`src/rtl/risc_controller_mc.sv`:
```
// Multi-cycle RISC controller: instruction fetch, decode, ALU/MOV execution, LDR/STR with a
// memory ready handshake, HALT and a memory-timeout trap. Outputs decode from the state only.
module risc_controller_mc #(
  parameter int MEM_TIMEOUT  = 16,
  parameter int ILLEGAL_TRAP = 0
) (
  input  logic       clk,
  input  logic       reset,
  input  logic [2:0] opcode,
  input  logic [1:0] op,
  input  logic       mem_ready,
  output logic [1:0] mem_cmd,
  output logic       addr_sel,
  output logic       load_addr,
  output logic       load_ir,
  output logic       load_pc,
  output logic       reset_pc,
  output logic       write,
  output logic [1:0] vsel,
  output logic [2:0] nsel,
  output logic       loada,
  output logic       loadb,
  output logic       loadc,
  output logic       loads,
  output logic       asel,
  output logic       bsel,
  output logic       halted,
  output logic       error
);

  localparam int CNT_W = (MEM_TIMEOUT > 0) ? $clog2(MEM_TIMEOUT + 1) : 1;
  localparam logic [CNT_W-1:0] CNT_LAST = (MEM_TIMEOUT > 0) ? CNT_W'(MEM_TIMEOUT - 1) : '0;

  typedef enum logic [4:0] {
    S_RST, S_IF1, S_IF2, S_UPC, S_DEC, S_WIMM, S_GETA, S_GETB, S_SHIFT, S_ALU, S_STAT,
    S_WRD, S_ADDR, S_LADDR, S_MRD, S_WMEM, S_STB, S_STC, S_MWR, S_HALT, S_ERR
  } state_t;

  state_t           state;
  state_t           state_next;
  state_t           illegal_next;
  logic [CNT_W-1:0] cnt;
  logic [CNT_W-1:0] cnt_next;
  logic             in_wait;
  logic             timed_out;

  // The counter only runs while a wait state is stalled, so any entry into a wait state starts at 0.
  assign illegal_next = (ILLEGAL_TRAP != 0) ? S_ERR : S_IF1;
  assign in_wait      = (state == S_IF1) || (state == S_MRD) || (state == S_MWR);
  assign timed_out    = (MEM_TIMEOUT > 0) && in_wait && !mem_ready && (cnt == CNT_LAST);
  assign cnt_next     = (in_wait && !mem_ready) ? cnt + 1'b1 : '0;

  always_ff @(posedge clk or negedge reset) begin
    if (!reset) begin
      state <= S_RST;
      cnt   <= '0;
    end else begin
      state <= state_next;
      cnt   <= cnt_next;
    end
  end

  always_comb begin
    state_next = state;
    case (state)
      S_RST:   state_next = S_IF1;
      S_IF1:   if (mem_ready) state_next = S_IF2;
               else if (timed_out) state_next = S_ERR;
      S_IF2:   state_next = S_UPC;
      S_UPC:   state_next = S_DEC;
      S_DEC: begin
        case (opcode)
          3'b110:         state_next = (op == 2'b10) ? S_WIMM :
                                       (op == 2'b00) ? S_GETB : illegal_next;
          3'b101:         state_next = (op == 2'b11) ? S_GETB : S_GETA;
          3'b011, 3'b100: state_next = (op == 2'b00) ? S_GETA : illegal_next;
          3'b111:         state_next = (op == 2'b00) ? S_HALT : illegal_next;
          default:        state_next = illegal_next;
        endcase
      end
      S_WIMM:  state_next = S_IF1;
      S_GETA:  state_next = (opcode == 3'b101) ? S_GETB : S_ADDR;
      // GETB is shared by MOV reg, MVN (shift path), CMP (status only) and ADD/AND.
      S_GETB: begin
        if (opcode == 3'b110 || op == 2'b11) state_next = S_SHIFT;
        else if (op == 2'b01)                state_next = S_STAT;
        else                                 state_next = S_ALU;
      end
      S_SHIFT: state_next = S_WRD;
      S_ALU:   state_next = S_WRD;
      S_STAT:  state_next = S_IF1;
      S_WRD:   state_next = S_IF1;
      S_ADDR:  state_next = S_LADDR;
      S_LADDR: state_next = (opcode == 3'b011) ? S_MRD : S_STB;
      S_MRD:   if (mem_ready) state_next = S_WMEM;
               else if (timed_out) state_next = S_ERR;
      S_WMEM:  state_next = S_IF1;
      S_STB:   state_next = S_STC;
      S_STC:   state_next = S_MWR;
      S_MWR:   if (mem_ready) state_next = S_IF1;
               else if (timed_out) state_next = S_ERR;
      S_HALT:  state_next = S_HALT;
      S_ERR:   state_next = S_ERR;
      default: state_next = S_ERR;
    endcase
  end

  always_comb begin
    mem_cmd   = 2'b00;
    addr_sel  = 1'b0;
    load_addr = 1'b0;
    load_ir   = 1'b0;
    load_pc   = 1'b0;
    reset_pc  = 1'b0;
    write     = 1'b0;
    vsel      = 2'b00;
    nsel      = 3'b000;
    loada     = 1'b0;
    loadb     = 1'b0;
    loadc     = 1'b0;
    loads     = 1'b0;
    asel      = 1'b0;
    bsel      = 1'b0;
    halted    = 1'b0;
    error     = 1'b0;
    case (state)
      S_RST:   begin reset_pc = 1'b1; load_pc = 1'b1; end
      S_IF1:   begin mem_cmd = 2'b01; addr_sel = 1'b1; end
      S_IF2:   begin mem_cmd = 2'b01; addr_sel = 1'b1; load_ir = 1'b1; end
      S_UPC:   load_pc = 1'b1;
      S_WIMM:  begin write = 1'b1; vsel = 2'b10; nsel = 3'b001; end
      S_GETA:  begin loada = 1'b1; nsel = 3'b001; end
      S_GETB:  begin loadb = 1'b1; nsel = 3'b100; end
      S_SHIFT: begin asel = 1'b1; loadc = 1'b1; end
      S_ALU:   loadc = 1'b1;
      S_STAT:  loads = 1'b1;
      S_WRD:   begin write = 1'b1; vsel = 2'b00; nsel = 3'b010; end
      S_ADDR:  begin bsel = 1'b1; loadc = 1'b1; end
      S_LADDR: load_addr = 1'b1;
      S_MRD:   mem_cmd = 2'b01;
      S_WMEM:  begin write = 1'b1; vsel = 2'b11; nsel = 3'b010; mem_cmd = 2'b01; end
      S_STB:   begin loadb = 1'b1; nsel = 3'b010; end
      S_STC:   begin asel = 1'b1; loadc = 1'b1; end
      S_MWR:   mem_cmd = 2'b10;
      S_HALT:  halted = 1'b1;
      S_ERR:   error = 1'b1;
      default: ;
    endcase
  end

endmodule

```
`config.mk`:
```
export PLATFORM = sky130hd
export DESIGN_NAME = risc_controller_mc
export DESIGN_NICKNAME = d
export VERILOG_FILES = /design/src/rtl/risc_controller_mc.sv
export SDC_FILE = /design/constraint.sdc
export NUM_CORES = 1
export LEC_CHECK = 0
export CORE_MARGIN = 5
export CORE_UTILIZATION = 52
export CTS_CLUSTER_SIZE = 16
export DETAILED_ROUTE_END_ITERATION = 12
export GPL_TIMING_DRIVEN = 0
export PLACE_DENSITY = 0.85
export SLEW_MARGIN = 15
export SYNTH_ARGS = -nofsm -noshare
export SYNTH_HDL_FRONTEND = slang
export SYNTH_SLANG_ARGS = --single-unit
export TNS_END_PERCENT = 100
```
`constraint.sdc`:
```
create_clock -name clk -period 2.6 [get_ports clk]
set_clock_uncertainty 0.1 [all_clocks]
set_input_delay 0.52 -clock clk [delete_from_list [all_inputs] [get_ports clk]]
set_output_delay 0.52 -clock clk [all_outputs]
set_load 0.03 [all_outputs]
```
---- Word-level counts from Yosys, hierarchy flattened ----
Cells that the tools add are included.
storage, ports and cells
  word-level logic and storage cells ...... 85
  bits in registers ....................... 10
  output and inout port bits .............. 21
operators by class
  multiplexer cells ....................... 33
  add/sub/neg operators ................... 1
  reduce and logical (&&, ||, !) cells .... 20
  equality and inequality tests ........... 29
operators with widths
  kind                   count
  $pmux W5 S15           1
  $eq A5 B4 Y1 const B   9
  $mux W5                7
  $eq A5 B5 Y1 const B   5
  $eq A5 B3 Y1 const B   4
  $pmux W5 S4            1
  $mux W1                15
  $reduce_or A2 Y1       7
  $eq A3 B3 Y1 const B   4
  $eq A5 B2 Y1 const B   2
  $mux W3                3
  $pmux W3 S3            1
  $pmux W2 S2            2
  $reduce_or A4 Y1       2
  $reduce_or A3 Y1       2
  $add A5 B1 Y5 const B  1
  $eq A5 B1 Y1 const B   1
  $logic_not A5 Y1       1
  $reduce_or A5 Y1       1
  $eq A2 B2 Y1 const B   2
  $mux W2                2
  $mux W4                1
  $eq A3 B2 Y1 const B   1
  $logic_or A1 B1 Y1     3
  other kinds (4)        5

---- Logic depth before layout (Yosys ltp) ----
Gate-level depths: netlist (run 1).
  depth after elaboration ................. 8
  gate-level depth with buffers ........... 7
  mapped depth without buffers ............ 7

---- Worst setup path after synthesis (run 1) ----
Ideal clock, no wire load.
  path type ............................... reg2out
  start point ............................. register state[2]
  end point ............................... output halted
  stages on the path, launching flop included .. 4
  setup slack ............................. 0.249 ns
  data arrival time ....................... 1.731 ns
  buffers on the path ..................... 2
  cell sequence ........................... dfrtp_1 > buf_2 > buf_1 > nor4_1
on the way
  word-level cells in the longest chain between the ends .. 2
RTL lines
  element                 line  text
  from (decl)             39    state_t state;
  from (signal assigned)  58    state <= state_next;
  $eq A5 B5 Y1            126   case (state)
  $mux W1                 126
  to (decl)               27    output logic halted,
Every way passes these cells.

---- Worst setup path in the final report (run 1) ----
  start point ............................. register state[2]
  end point ............................... output loadc
on the way
  word-level cells in the longest chain between the ends .. 3
  elaborated cells between the ends (all ways) .. 6
RTL lines
  element                                              line  text
  $eq A5 B5 Y1 / $eq A5 B4 Y1 (equally long branches)  126
  $reduce_or A4 Y1 (no source line) *                  --
  $mux W1 *                                            126
  to (decl)                                            23    output logic loadc,
Mark *: on every way between the ends. The rest lies on a longest branch, timed or not.

==> flow_summary.ini, run 1 <==
[status]
status = finished clean

[layout]
n_antenna_cell = 0
final_common_cell = nor2_1
layout_common_cells = nor2_1, dlygate4sd2_1, nand2_1, nor3_1, dfrtp_1
fillers = 168
stdcell_count = 214
syn_to_final_growth_pct = 28.5
finalNetCount = 199
drive_gt1_share_pct = 12.8

[routing]
ant_nets = 0
viasPerCell = 6.29
drt-initial-drc-count = 62
vias = 1345
first_pass_iters = 5
wire_per_inst_um = 15.8
drt-total-wl_um = 3370
drcViolationCount = 0

[critical_path]
regToRegStartpoint = state[3]
end_kind = output pin
critPathMaxFanout = 6
crit_type = flop to output pin
worst_setup_path_start_kind = flop
reg2reg_to = state[1]
cp.arrival_ps = 1910
required_ps = 1980
r2r_slack_ps = 730
r2r_cells = 6

[worst_hold_path]
holdPathEnd = cnt[0]
whs_path_depth = 1
holdCritStartpoint = cnt[0]
hp-class = flop to flop

[power]
swShare_pct = 57.9
peakVddDrop_uv = 696
seq_power_share_pct = 15.6
pwr-share-comb_pct = 78.4
power.switching_mw = 0.951
p_clk_share_pct = 6.0
p_leak_nw = 0.642
internal_power_mw = 0.691
pwr_density_cell_nw_per_um2 = 1160

[sta]
hold_violations = 0
fin_crit_sh_pct = 97.5
period_minus_slack_ps = 2530
finalSetupViolCount = 0
finalSetupTns_ps = 0
slew_violations = 0
fmax_mhz = 395
worstMarginPinSlew_ps = 470
max_slew_margin_pct = 68.6

[synthesis]
synth_edf_count = 0
ys_seq_area_share_pct = 22.8
synthArstFlopShare_pct = 100
ys_ff_latch = 10
syn-cell-area_um2 = 1100
yosys_warnings = 0
syn_nets = 167
synthFlopType = dfrtp_1
synth_cell_type_count = 48
synth_area_per_cell_um2 = 6.99
netlist_instances = 157

[clock_tree]
cts_htree_levels = 1
root_buffer = clkbuf_4
cts_tree = built
cts.sinks = 10
clockBufferDepth = 2
holdBufCountCts = 0
numCtsBuffers = 3
clock_latency_ps = 260
path_clk_slew_ps = 60

[placed_design]
gp_congestion = 0.884
dpl.hpwl_um = 2540
io_buffers = 27
dp_cells = 211

[floorplanning]
rows = 16
start_util_pct = 55.4
dieArea_um2 = 3130
core_um2 = 1980
ioPinCount = 29
die_h_um = 55.9
die_w_um = 55.9

[global_route]
grt_pass1_vias = 1206
antenna_found_initial = 0
grtUsageTotal_pct = 20.6
grt_pass1_wl_um = 5310
grt_start_max_net_pins = 11
gr-total-overflow = 0

[job]
cap_viol_max_count = 0
synth_stat cells, drive strengths merged (2+ instances only):
library cell | instances | area [µm²]
nor2 | 25 | 96.4
nand2 | 14 | 52.6
nor3 | 13 | 65.1
buf | 11 | 55.1
dfrtp | 10 | 250
a21oi | 8 | 40.0
nand3 | 8 | 40.0
o21ai | 8 | 40.0
inv | 5 | 18.8
nand2b | 5 | 31.3
clkbuf | 3 | 11.3
nand4b | 3 | 26.3
nor4 | 3 | 18.8
o2111ai | 3 | 32.5
xor2 | 3 | 26.3
a211oi | 2 | 15.0
a31oi | 2 | 12.5
ha | 2 | 25.0
mux2i | 2 | 20.0
o211ai | 2 | 15.0
o21bai | 2 | 15.0
o32ai | 2 | 17.5
xnor2 | 2 | 17.5
kinds of logic after synthesis:
family          after synthesis  synth area share, %
fa+ha+maj                     2                 2.28
simple gates                 81                 37.5
compound gates               38                 23.8
xor+xnor                      5                 3.99
buf+inv                      19                 7.75
mux                           2                 1.82
flops                        10                 22.8
power by group through the flow:
stage / combinational, mW / clock, mW / sequential [mW]
global placement: 1.30 / 0 / 0.248
CTS: 1.26 / 0.104 / 0.248
global route: 1.38 / 0.111 / 0.259
detailed placement: 1.32 / 0 / 0.251
floorplan: 0.925 / 0 / 0.232
finish: 1.29 / 0.0990 / 0.256
sequential cells by signal (all words and copies together), names as in the netlist:
register,flops
cnt,5
state,5
worst max-delay path: stages (launching register included):
cell and delay (ps):
dfrtp_1 440, or2_1 230, clkbuf_1 200, nor2_1 220, a32oi_1 80, nor2_1 90
dlygate4sd2_1 400
timing repair:
item                                    4_1_cts  5_1_grt
endpoints found under the setup margin       21        9
setup buffers                                 0        0
resized for setup                            27       12
area by class of cell:
cell class                      instances  area, µm²  area share (%)
Buffer                                 14       77.6            5.50
Clock buffer                            3       22.5            1.60
Inverter                                5       18.8            1.33
Multi-Input combinational cell        128        762            54.0
Sequential cell                        10        251            17.8
Tap cell                               27       33.8            2.40
Timing Repair Buffer                   27        244            17.3
stage by stage:
stage / hold slack (ps) / total power [mW] / setup slack, ps / instance area, µm² / util (%)
3_3_place_gp: 346 / 1.55 / -96.3 / 1400 / 70.7
6_report: 358 / 1.64 / 65.2 / 1410 / 71.1
3_5_place_dp: 352 / 1.57 / -140 / 1400 / 70.7
2_1_floorplan: 124 / 1.16 / 249 / 1100 / -
5_1_grt: 376 / 1.75 / -10.6 / 1410 / 71.1
4_1_cts: 360 / 1.61 / 44.6 / 1410 / 71.0
layer usage:
metal  part of all wire, %  GRT usage [%]  vias to the layer above
li1                      -              -                      638
met1                    40           27.0                      625
met2                    50           34.5                       78
met3                   9.2           2.78                        4
met4                  0.65           7.12                        0
met5                     0              0                        -
worst max path at each step:
stage	slack, ps	from	endpoint
global route	-10	state[2]	load_addr
global placement	-100	state[1]	mem_cmd[0]
finish	70	state[2]	loadc
CTS	40	state[3]	nsel[2]
detailed placement	-140	state[1]	mem_cmd[0]
floorplan	250	state[2]	halted
Power figures use the tool's default switching activity.
==> run 2, diff against run 1 <==
--- a/config.mk
+++ b/config.mk
@@ -6,11 +6,12 @@
 export NUM_CORES = 1
 export LEC_CHECK = 0
 export CORE_MARGIN = 5
-export CORE_UTILIZATION = 52
+export CORE_UTILIZATION = 59
 export CTS_CLUSTER_SIZE = 16
 export DETAILED_ROUTE_END_ITERATION = 12
+export DONT_BUFFER_PORTS = 1
 export GPL_TIMING_DRIVEN = 0
-export PLACE_DENSITY = 0.85
+export PLACE_DENSITY = 0.75
 export SLEW_MARGIN = 15
 export SYNTH_ARGS = -nofsm -noshare
 export SYNTH_HDL_FRONTEND = slang
==> run 2 against run 1 <==
- the run now ends with negative setup slack left
- clock power hardly changed
- global-route usage rose by 4.0 points
- count of clock-buffer cells in the layout did not move
- largest power group unchanged
==> flow_summary.ini, run 2 (same netlist as run 1, synthesis figures left out) <==
[status]
status = finished, violations left
violations = negative setup slack

[critical_path]
crit_type = flop to output pin
r2r_slack_ps = 490
end_kind = output pin
critPathMaxFanout = 10
startpoint = state[4]
r2r_cells = 6
regToRegStartpoint = state[3]
required_ps = 1980
cp.arrival_ps = 2080
worst_setup_path_start_kind = flop
reg2reg_to = state[1]

[floorplanning]
die_h_um = 53.1
dieArea_um2 = 2820
rows = 15
core_um2 = 1750
ioPinCount = 29
start_util_pct = 62.9
die_w_um = 53.1

[routing]
drt-total-wl_um = 3030
vias = 1220
drcViolationCount = 0
drt-initial-drc-count = 58
viasPerCell = 6.56
ant_nets = 0
wire_per_inst_um = 16.3
first_pass_iters = 4

[layout]
fin_util_pct = 69.4
drive_gt1_share_pct = 16.8
final_common_cell = nor2_1
largestRegisters = cnt x5, state x5
finalNetCount = 173
n_antenna_cell = 0
layout_common_cells = nor2_1, nand2_1, dfrtp_1, nand3_1, nor3_1
syn_to_final_growth_pct = 10.4
final_cell_area_um2 = 1210

[clock_tree]
root_buffer = clkbuf_4
numCtsBuffers = 3
post_cts_buffers = 0
cts.sinks = 10
cts_tree = built
clock_latency_ps = 260
path_clk_slew_ps = 60
clockBufferDepth = 2
cts_htree_levels = 1

[placed_design]
placed_cell_area_um2 = 1130
place_ws_ps = 66.6
io_buffers = 0
dpl.hpwl_um = 2280
gp_congestion = 0.925

[sta]
worstMarginPinSlew_ps = 898
timing.hold.ws_ps = 310
hold_violations = 0
slew_violations = 0
fmax_mhz = 370
fin_ws_ps = -101
rsz0062_at_grt = true
fin_crit_sh_pct = 104
period_minus_slack_ps = 2700
finalSetupViolCount = 3
max_slew_margin_pct = 39.7

[worst_hold_path]
holdCritStartpoint = op[0]
holdPathEnd = state[0]
hp-class = primary input to flop
whs_path_depth = 1

[global_route]
grt_pass1_wl_um = 5150
grtUsageTotal_pct = 24.6
grt_pass1_vias = 1134
antenna_found_initial = 0
grt_start_max_net_pins = 11
gr-total-overflow = 0

[power]
pwr_density_cell_nw_per_um2 = 1270
power_mw = 1.53
p_leak_nw = 0.458
peakVddDrop_uv = 672

[job]
cap_viol_max_count = 0
## run 2: cell count changes in the layout (fill, tap and decap cells not counted), sizes merged
cell / delta
dlymetal6s2s: -1
clkdlybuf4s50: -6
clkbuf: -3
dlygate4sd3: +1
buf: +1
dlygate4sd2: -15
clkdlybuf4s15: -2
dlygate4sd1: -1
## run 2: worst max-delay path by stage
| stage | to | depth (start not counted) |
|---|---|---|
| global route | reset_pc | 3 |
| detailed placement | vsel[1] | 4 |
| floorplan | halted | 3 |
| CTS | load_pc | 3 |
| global placement | halted | 3 |
| finish | load_pc | 3 |
## run 2: area by class of cell
cell class / count / area (µm²)
fillers: 173 / 534
repair buffers: 1 / 10.0
flip-flops and latches: 10 / 250
plain buffers: 14 / 68.8
well taps: 25 / 31.3
multi-input cells: 128 / 810
inverters: 5 / 18.8
clock buffers: 3 / 22.5
## run 2: repair_timing
action                                  in CTS  in global routing
pin swaps                                    0                  0
endpoints found under the hold margin       10                  0
endpoints found under the setup margin      10                 11
hold buffers                                 1                  0
resized for setup                            9                  2
## run 2: layer usage
| metal | wire (µm) | GRT usage, % |
|---|---|---|
| met2 | 1430 | 39.3 |
| met4 | 40 | 6.81 |
| met1 | 1210 | 33.3 |
| met5 | 0 | 0 |
| met3 | 352 | 5.07 |
## run 2: worst max-delay path, cell delays in order, from the launching register on
cell,delay [ps]
dfrtp_1,430
clkbuf_1,240
buf_1,330
nor3_1,810
## run 2: report_power, final
| part | switching (mW) | internal [mW] |
|---|---|---|
| Sequential | 0.0473 | 0.201 |
| Combinational | 0.852 | 0.333 |
| Clock | 0.0489 | 0.0533 |
| Total | 0.948 | 0.587 |
## run 2: through the flow
stage	TNS, ps	cells
after global routing	-462	186
after global placement	-1.89	182
after CTS	-181	186
final	-198	186
after floorplan	0	157
after detailed placement	0	182
==> run 3, diff against run 2 <==
--- a/config.mk
+++ b/config.mk
@@ -5,6 +5,7 @@
 export SDC_FILE = /design/constraint.sdc
 export NUM_CORES = 1
 export LEC_CHECK = 0
+export CAP_MARGIN = 5
 export CORE_MARGIN = 5
 export CORE_UTILIZATION = 59
 export CTS_CLUSTER_SIZE = 16
==> results of run 3 <==
Same layout as run 2: the final DEF is identical, and so are final timing and power.
